--- config.mk ---
export PLATFORM = sky130hd
export DESIGN_NAME = alu_control_seq
export DESIGN_NICKNAME = d
export VERILOG_FILES = /design/src/rtl/alu_control_seq.sv
export SDC_FILE = /design/constraint.sdc
export NUM_CORES = 1
export LEC_CHECK = 0
export BUFFER_PORTS_ARGS = -buffer_cell sky130_fd_sc_hd__buf_2
export CAP_MARGIN = 20
export CORE_MARGIN = 10
export CORE_UTILIZATION = 54
export CTS_BUF_LIST = sky130_fd_sc_hd__clkbuf_16
export CTS_CLUSTER_SIZE = 40
export DETAILED_ROUTE_END_ITERATION = 7
export PLACE_DENSITY_LB_ADDON = 0.25
export SYNTH_ARGS = -nofsm -noshare
export SYNTH_HDL_FRONTEND = slang
export SYNTH_SLANG_ARGS = --single-unit
--- constraint.sdc ---
create_clock -name clk -period 3 [get_ports clk]
set_clock_uncertainty 0.2 [all_clocks]
set_input_delay 0.6 -clock clk [delete_from_list [all_inputs] [get_ports clk]]
set_output_delay 0.6 -clock clk [all_outputs]
set_load 0.01 [all_outputs]
--- src/rtl/alu_control_seq.sv ---
// ---------------------------------------------------------------------------
// alu_control_seq
//
// Sequenced ALU control unit. Decodes alu_op / function_input into a
// registered 3-bit alu_control code. Single-cycle operations finish on the
// accept edge. MUL and DIV start a multi-cycle unit and hold the block busy
// for a programmable number of cycles. Illegal encodings produce a NOP code
// and are counted. A flush aborts an in-flight multi-cycle operation.
//
// Handshake: a request is taken on a rising edge where
// valid_in && ready_out && !flush. ready_out is high only in IDLE. Upstream
// keeps valid_in and the request fields stable until that edge. valid_in is
// ignored in RUN.
//
// Ports:
//   clk, rst_n          clock, asynchronous active-low reset
//   valid_in            request valid
//   ready_out           block can accept (state == IDLE)
//   alu_op[1:0]         operation class
//   function_input      function field (FUNCT_W bits)
//   flush               synchronous abort / accept blocker
//   alu_control[2:0]    registered control code, held between operations
//   valid_out           one-cycle pulse when the control code is final
//   illegal             one-cycle pulse with valid_out for illegal encodings
//   mc_start            one-cycle pulse starting the multi-cycle unit
//   mc_abort            one-cycle pulse when RUN is flushed
//   busy                high while in RUN
//   illegal_count[7:0]  saturating count of accepted illegal requests
// ---------------------------------------------------------------------------
module alu_control_seq #(
  parameter int FUNCT_W    = 3,
  parameter int MUL_CYCLES = 4,
  parameter int DIV_CYCLES = 8,
  parameter int CNT_W      = 4
) (
  input  logic               clk,
  input  logic               rst_n,
  input  logic               valid_in,
  output logic               ready_out,
  input  logic [1:0]         alu_op,
  input  logic [FUNCT_W-1:0] function_input,
  input  logic               flush,
  output logic [2:0]         alu_control,
  output logic               valid_out,
  output logic               illegal,
  output logic               mc_start,
  output logic               mc_abort,
  output logic               busy,
  output logic [7:0]         illegal_count
);

  localparam logic [0:0] ST_IDLE = 1'b0;
  localparam logic [0:0] ST_RUN  = 1'b1;

  localparam logic [2:0] CODE_AND = 3'b000;
  localparam logic [2:0] CODE_OR  = 3'b001;
  localparam logic [2:0] CODE_ADD = 3'b010;
  localparam logic [2:0] CODE_MUL = 3'b011;
  localparam logic [2:0] CODE_DIV = 3'b100;
  localparam logic [2:0] CODE_NOP = 3'b101;
  localparam logic [2:0] CODE_SUB = 3'b110;
  localparam logic [2:0] CODE_SLT = 3'b111;

  // The counter is loaded with N-1 so that cnt == 0 is seen on edge N.
  localparam logic [CNT_W-1:0] MUL_LOAD = CNT_W'(MUL_CYCLES - 1);
  localparam logic [CNT_W-1:0] DIV_LOAD = CNT_W'(DIV_CYCLES - 1);

  logic [0:0]       state_q, state_d;
  logic [CNT_W-1:0] cnt_q, cnt_d;
  logic [2:0]       alu_control_q, alu_control_d;
  logic             valid_out_q, valid_out_d;
  logic             illegal_q, illegal_d;
  logic             mc_start_q, mc_start_d;
  logic             mc_abort_q, mc_abort_d;
  logic [7:0]       illegal_count_q, illegal_count_d;

  // ---------------------------------------------------------------------
  // Decode
  // ---------------------------------------------------------------------
  logic             upper_nz;
  logic [2:0]       dec_code;
  logic             dec_illegal;
  logic             dec_mc;
  logic [CNT_W-1:0] dec_load;

  // Function bits above [2:0] only exist when FUNCT_W > 3; any of them set
  // makes an R-type request illegal.
  generate
    if (FUNCT_W > 3) begin : g_upper
      assign upper_nz = |function_input[FUNCT_W-1:3];
    end else begin : g_no_upper
      assign upper_nz = 1'b0;
    end
  endgenerate

  always_comb begin
    dec_code    = CODE_NOP;
    dec_illegal = 1'b1;
    dec_mc      = 1'b0;
    dec_load    = '0;
    case (alu_op)
      2'b00: begin
        dec_code    = CODE_ADD;
        dec_illegal = 1'b0;
      end
      2'b01: begin
        dec_code    = CODE_SUB;
        dec_illegal = 1'b0;
      end
      2'b10: begin
        if (!upper_nz) begin
          dec_illegal = 1'b0;
          case (function_input[2:0])
            3'b000:  dec_code = CODE_ADD;
            3'b001:  dec_code = CODE_SUB;
            3'b010:  dec_code = CODE_AND;
            3'b011:  dec_code = CODE_OR;
            3'b100:  dec_code = CODE_SLT;
            3'b101: begin
              dec_code = CODE_MUL;
              dec_mc   = 1'b1;
              dec_load = MUL_LOAD;
            end
            3'b110: begin
              dec_code = CODE_DIV;
              dec_mc   = 1'b1;
              dec_load = DIV_LOAD;
            end
            default: begin
              dec_code    = CODE_NOP;
              dec_illegal = 1'b1;
            end
          endcase
        end
      end
      default: begin
        dec_code    = CODE_NOP;
        dec_illegal = 1'b1;
      end
    endcase
  end

  // ---------------------------------------------------------------------
  // Control FSM
  // ---------------------------------------------------------------------
  logic accept;
  assign accept = valid_in && (state_q == ST_IDLE) && !flush;

  always_comb begin
    state_d         = state_q;
    cnt_d           = cnt_q;
    alu_control_d   = alu_control_q;
    valid_out_d     = 1'b0;
    illegal_d       = 1'b0;
    mc_start_d      = 1'b0;
    mc_abort_d      = 1'b0;
    illegal_count_d = illegal_count_q;
    case (state_q)
      ST_IDLE: begin
        if (accept) begin
          alu_control_d = dec_code;
          if (dec_mc) begin
            mc_start_d = 1'b1;
            cnt_d      = dec_load;
            state_d    = ST_RUN;
          end else begin
            valid_out_d = 1'b1;
            illegal_d   = dec_illegal;
            if (dec_illegal && (illegal_count_q != 8'hFF)) begin
              illegal_count_d = illegal_count_q + 8'd1;
            end
          end
        end
      end
      ST_RUN: begin
        // Flush wins over completion; the code of the aborted op is kept.
        if (flush) begin
          state_d    = ST_IDLE;
          mc_abort_d = 1'b1;
        end else if (cnt_q == '0) begin
          state_d     = ST_IDLE;
          valid_out_d = 1'b1;
        end else begin
          cnt_d = cnt_q - CNT_W'(1);
        end
      end
      default: begin
        state_d = ST_IDLE;
      end
    endcase
  end

  always_ff @(posedge clk or negedge rst_n) begin
    if (!rst_n) begin
      state_q         <= ST_IDLE;
      cnt_q           <= '0;
      alu_control_q   <= 3'b000;
      valid_out_q     <= 1'b0;
      illegal_q       <= 1'b0;
      mc_start_q      <= 1'b0;
      mc_abort_q      <= 1'b0;
      illegal_count_q <= 8'd0;
    end else begin
      state_q         <= state_d;
      cnt_q           <= cnt_d;
      alu_control_q   <= alu_control_d;
      valid_out_q     <= valid_out_d;
      illegal_q       <= illegal_d;
      mc_start_q      <= mc_start_d;
      mc_abort_q      <= mc_abort_d;
      illegal_count_q <= illegal_count_d;
    end
  end

  assign ready_out     = (state_q == ST_IDLE);
  assign busy          = (state_q == ST_RUN);
  assign alu_control   = alu_control_q;
  assign valid_out     = valid_out_q;
  assign illegal       = illegal_q;
  assign mc_start      = mc_start_q;
  assign mc_abort      = mc_abort_q;
  assign illegal_count = illegal_count_q;

endmodule
==> results of run 1 <==
-- per-stage QoR --
step | setup slack [ns] | total power [mW] | hold WS [ns] | util, %
final | 1.06 | 0.843 | 0.0867 | 69.5
after global routing | 0.966 | 0.900 | 0.108 | 69.5
after CTS | 1.07 | 0.854 | 0.0998 | 69.5
after detailed placement | 0.936 | 0.580 | 0.266 | 64.9
after global placement | 0.961 | 0.571 | 0.265 | 64.9
after floorplan | 1.17 | 0.499 | 0.104 | -
-- logic make-up (layout without fill, tap and decap cells) --
family | Yosys count | in the layout | synth area share [%]
adder cells (fa/ha/maj) | 2 | 2 | 2.60
buffers and inverters | 4 | 32 | 2.34
AO/OA/AOI/OAI | 15 | 15 | 10.9
AND/OR/NAND/NOR | 33 | 33 | 20.5
flip-flops | 20 | 20 | 51.9
XOR/XNOR | 9 | 9 | 8.18
multiplexers | 3 | 3 | 3.51
-- how the worst max path moves through the flow --
stage | from | endpoint | cells past startpoint
floorplan | flush | cnt_q[1] | 5
CTS | cnt_q[0] | cnt_q[2] | 6
global route | cnt_q[0] | cnt_q[2] | 6
global placement | flush | cnt_q[1] | 5
finish | cnt_q[0] | cnt_q[2] | 6
detailed placement | flush | cnt_q[1] | 5
-- critical path: stages, from the launching register on --
cell and delay, ns:
dfrtp_1 0.39, inv_1 0.06, ha_1 0.19, nor3b_1 0.36, nor3_1 0.18, or2_4 0.27
o21a_1 0.17
-- registers in the layout, summed over array words and instances (netlist names) --
name,flops
illegal_count,8
cnt_q,4
alu_control,3
busy,1
illegal,1
mc_abort,1
mc_start,1
valid_out,1
-- power groups by stage --
stage                     registers (mW)  logic (mW)  clock network [mW]
after floorplan                    0.394       0.105                   0
after global placement             0.384       0.187                   0
after detailed placement           0.388       0.192                   0
after CTS                          0.385       0.195               0.274
after global routing               0.395       0.216               0.290
final                              0.387       0.190               0.266
-- Yosys cell counts (all sizes together) (2+ instances only) --
master  instances  share of area [%]
and2            2                1.4
xnor2           4                3.6
xor2            5                4.5
nand2           6                2.3
nor4            3                3.5
nand3           4                2.1
mux2            3                3.5
ha              2                2.6
dfrtp          20                 52
nor3            5                2.6
nor2            5                1.9
inv             3                1.2
o21ai           5                2.6
a21oi           4                2.1
-- routing by layer --
layer / GRT usage [%] / vias up
met5: 0 / -
met4: 5.14 / 0
met3: 3.41 / 2
met2: 17.8 / 16
met1: 12.6 / 353
li1: - / 363
-- layout make-up --
class,count,area [um2]
Clock buffer,3,75.1
Tap cell,25,31.3
Clock inverter,1,3.75
Timing Repair Buffer,25,125
Sequential cell,20,500
Inverter,3,11.3
Fill cell,122,520
Multi-Input combinational cell,62,440
==> impl_metrics.yaml, run 1 <==
sta:
  finalCritPeriodShare_pct: 64.5
  final-max-slew-violation-count: 0
  worst_slew_pin_slew_ns: 0.517
  fin_tns_setup_ns: 0
  max-slew-margin-rel_pct: 65.3
  min_period_ns: 1.94
  rsz0062_at_grt: "false"
  clock.fmax_mhz: 517
  timing_hold_violations_final: 0
  finalSetupViolCount: 0
power:
  p_sw_mw: 0.250
  switching_share_pct: 29.7
  comb_power_share_pct: 22.5
  irDropWorstVdd_mv: 0.460
  p_int_mw: 0.593
  p_per_area_nw_per_um2: 710
  p_leak_nw: 0.582
  p_clk_share_pct: 31.6
  power_frac_seq_pct: 45.9
finish:
  final_area_um2: 1190
  final_layout_size_suffix_gt1_share_pct: 33.3
  final_common_cell: "buf_2"
  nNetsFinal: 126
  antenna_cells: 0
  syn_to_final_growth_pct: 23.2
  layout_common_cells: "25 x buf_2, 20 x dfrtp_1, 6 x nand2_1"
  final_cells: 139
clocking:
  cts.hold.buffers_added: 0
  cts_inserted_buffers: 3
  postCtsSetupBuffers: 0
  cts_resized: 0
  clk_pin_slew_ns: 0.05
  root_buffer: "clkbuf_16"
  cts.sinks: 20
  cts_buffer_depth: 2
  cts_tree: "done"
  htree_levels: 1
  insertion_delay_ns: 0.25
detailed_routing:
  antenna_left: 0
  drtIter0Drc: 24
  wl_met2_um: 1110
  wl_um: 2160
  highest_layer: "met4"
  wl_met3_um: 105
  firstDrtPassIters: 4
  wl_met1_um: 931
  wl_per_cell_um: 15.6
  routed_via_density: 5.28
  route.detailed.drc: 0
  vias: 734
floorplan:
  initial_core_util_pct: 56.4
  die-area_um2: 3870
  dieHeight_um: 62.2
  io_pins: 26
  coreArea_um2: 1710
  row_count: 15
  dieWidth_um: 62.2
synthesis:
  async_reset_ff_share_pct: 100
  syn_area_um2: 963
  ys_seq_area_share_pct: 51.9
  syn_nets: 97
  synth_edf_count: 0
  avgSynthCellArea_um2: 11.2
  synth-main-ff-cell: "dfrtp_1"
  yosys_warnings: 0
  synth.distinct_cells: 31
  synth-seq-cells: 20
  syn_inst: 86
placed_design:
  place_congestion: 0.766
  dp_hpwl_um: 1520
  place.port_buffers: 25
  dp_cells: 135
  postPlaceCellArea_um2: 1110
critical_path:
  endpoint_kind: "flip-flop"
  crit_path_start_kind: "flip-flop"
  r2r-start: "cnt_q[0]"
  worstPathMaxFanout: 4
  worstPathArrival_ns: 1.87
  worstSetupPathType: "flip-flop to flip-flop"
  rr_worst_depth: 6
  rrSetupSlack_ns: 1.06
  timing.rr.end: "cnt_q[2]"
  required_ns: 2.94
job:
  cap_viol_max_count: 0
grt:
  grt-ovfl-total: 0
  grt_pass1_wl_um: 3450
  grt_usage_pct: 10.9
  grt_pass1_vias: 727
  grt_max_degree: 21
  antenna_found_initial: 0
hold_path:
  hp-class: "input port to async pin"
run_status:
  status: "completed"
Note: power is estimated with default switching activity, not from simulation.
==> run 2: changes to the inputs <==
CORE_UTILIZATION = 50   (was 54)
clock period = 1.9 ns   (was 3 ns; I/O delays follow)
==> run 2 against run 1 <==
Combinational power increased by 62%. Non-clock buffer count increased by 4. Highest routed layer unchanged. Critical endpoint is now illegal_count[1]. Critical path depth decreased by 2. Flip-flop and latch count unchanged. Count of clock-buffer cells in the layout unchanged. Fmax increased by 8.3%. Via count increased by 1.2%. Register-to-register slack got worse by 0.95 ns. Die area increased by 5.4%.
==> impl_metrics.yaml, run 2 (synthesized netlist as in run 1, its figures left out) <==
placed_design:
  dp_hpwl_um: 1590
  dp_slack_ns: 0.0681
  place.port_buffers: 25
  place_congestion: 0.787
sta:
  setup_ws_ns: 0.113
  rsz0062_at_grt: "false"
  final-max-slew-violation-count: 0
  fin_tns_setup_ns: 0
  worst_slew_pin_slew_ns: 0.426
  clock.fmax_mhz: 560
  whs_ns: 0.186
  min_period_ns: 1.79
  max-slew-margin-rel_pct: 71.6
  finalSetupViolCount: 0
  timing_hold_violations_final: 0
  finalCritPeriodShare_pct: 94.0
detailed_routing:
  wl_um: 2110
  drtIter0Drc: 20
  vias: 743
  route.detailed.drc: 0
  firstDrtPassIters: 4
  antenna_left: 0
  wl_per_cell_um: 14.7
  routed_via_density: 5.20
clocking:
  insertion_delay_ns: 0.25
  root_buffer: "clkbuf_16"
  cts_tree: "done"
  cts_buffer_depth: 2
  htree_levels: 1
  clk_pin_slew_ns: 0.05
  cts_inserted_buffers: 3
  cts.sinks: 20
  postCtsSetupBuffers: 0
grt:
  antenna_found_initial: 0
  grt-ovfl-total: 0
  grt_usage_pct: 11.0
  grt_max_degree: 21
  grt_pass1_wl_um: 3560
  grt_pass1_vias: 759
floorplan:
  coreArea_um2: 1780
  dieHeight_um: 63.9
  initial_core_util_pct: 54.0
  dieWidth_um: 63.9
  die-area_um2: 4080
  row_count: 15
  io_pins: 26
finish:
  syn_to_final_growth_pct: 29.9
  layout_common_cells: "25 x buf_2, 20 x dfrtp_1, 6 x nand2_1"
  final_common_cell: "buf_2"
  final_layout_size_suffix_gt1_share_pct: 36.4
  antenna_cells: 0
  nNetsFinal: 130
  largest_reg_flops: 8
critical_path:
  timing.rr.end: "illegal_count[1]"
  worstPathArrival_ns: 1.72
  rrSetupSlack_ns: 0.11
  worstSetupPathType: "flip-flop to flip-flop"
  worstPathMaxFanout: 8
  required_ns: 1.84
  r2r-start: "illegal_count[0]"
  endpoint_kind: "flip-flop"
  crit_path_start_kind: "flip-flop"
  rr_worst_depth: 4
run_status:
  status: "completed"
hold_path:
  worst_hold_path.endpoint: "valid_out"
  min-delay-start: "flush"
  hp-class: "input port to flip-flop"
  hold_path_depth: 2
power:
  power_mw: 1.48
  irDropWorstVdd_mv: 0.679
  p_per_area_nw_per_um2: 1180
  p_leak_nw: 0.616
job:
  cap_viol_max_count: 0
## run 2: worst max-delay path, stage by stage (launching register included)
cell and delay [ns]:
dfrtp_1 0.40, ha_1 0.23, nand3_1 0.11, o211ai_2 0.36, mux2_2 0.38
## run 2: cell type report
class	instances	area, um2
timing repair buffer	29	158
inverter	3	11.3
fill	138	532
tap	25	31.3
sequential	20	500
clock inverter	1	30.0
multi-input combinational	62	445
clock buffer	3	75.1
## run 2: what timing repair did
action | 4_1_cts | 5_1_grt
endpoints found under the setup margin | 0 | 3
endpoints found under the hold margin | 20 | 0
resized for setup | 0 | 1
hold buffers | 1 | 0
## run 2: metal layers
layer	up-vias	GRT usage (%)	wire, um
li1	374	-	-
met1	348	11.9	918
met2	17	18.5	1030
met3	4	4.53	127
met4	0	4.92	28
met5	-	0	0
## run 2: power breakdown
group,leakage [nW],switching (mW),internal [mW],total [mW]
clock network,0.0511,0.149,0.417,0.566
registers,0.255,0.0902,0.513,0.603
logic,0.310,0.157,0.150,0.307
## run 2: worst max path at each step
stage                     cells after the start  slack (ns)               end        startpoint
after floorplan                               6        0.17          cnt_q[2]          cnt_q[0]
after global placement                        5        0.10          cnt_q[1]             flush
after detailed placement                      6        0.07          cnt_q[2]          cnt_q[0]
after CTS                                     6        0.05          cnt_q[2]          cnt_q[0]
after global routing                          4        0.02  illegal_count[1]  illegal_count[0]
final                                         4        0.11  illegal_count[1]  illegal_count[0]
## run 2: per-stage QoR
step	utilization, %	cells	cell area [um2]
2_1_floorplan	-	86	963
3_3_place_gp	63.4	138	1130
3_5_place_dp	63.4	138	1130
4_1_cts	69.9	143	1250
5_1_grt	70.2	143	1250
6_report	70.2	143	1250
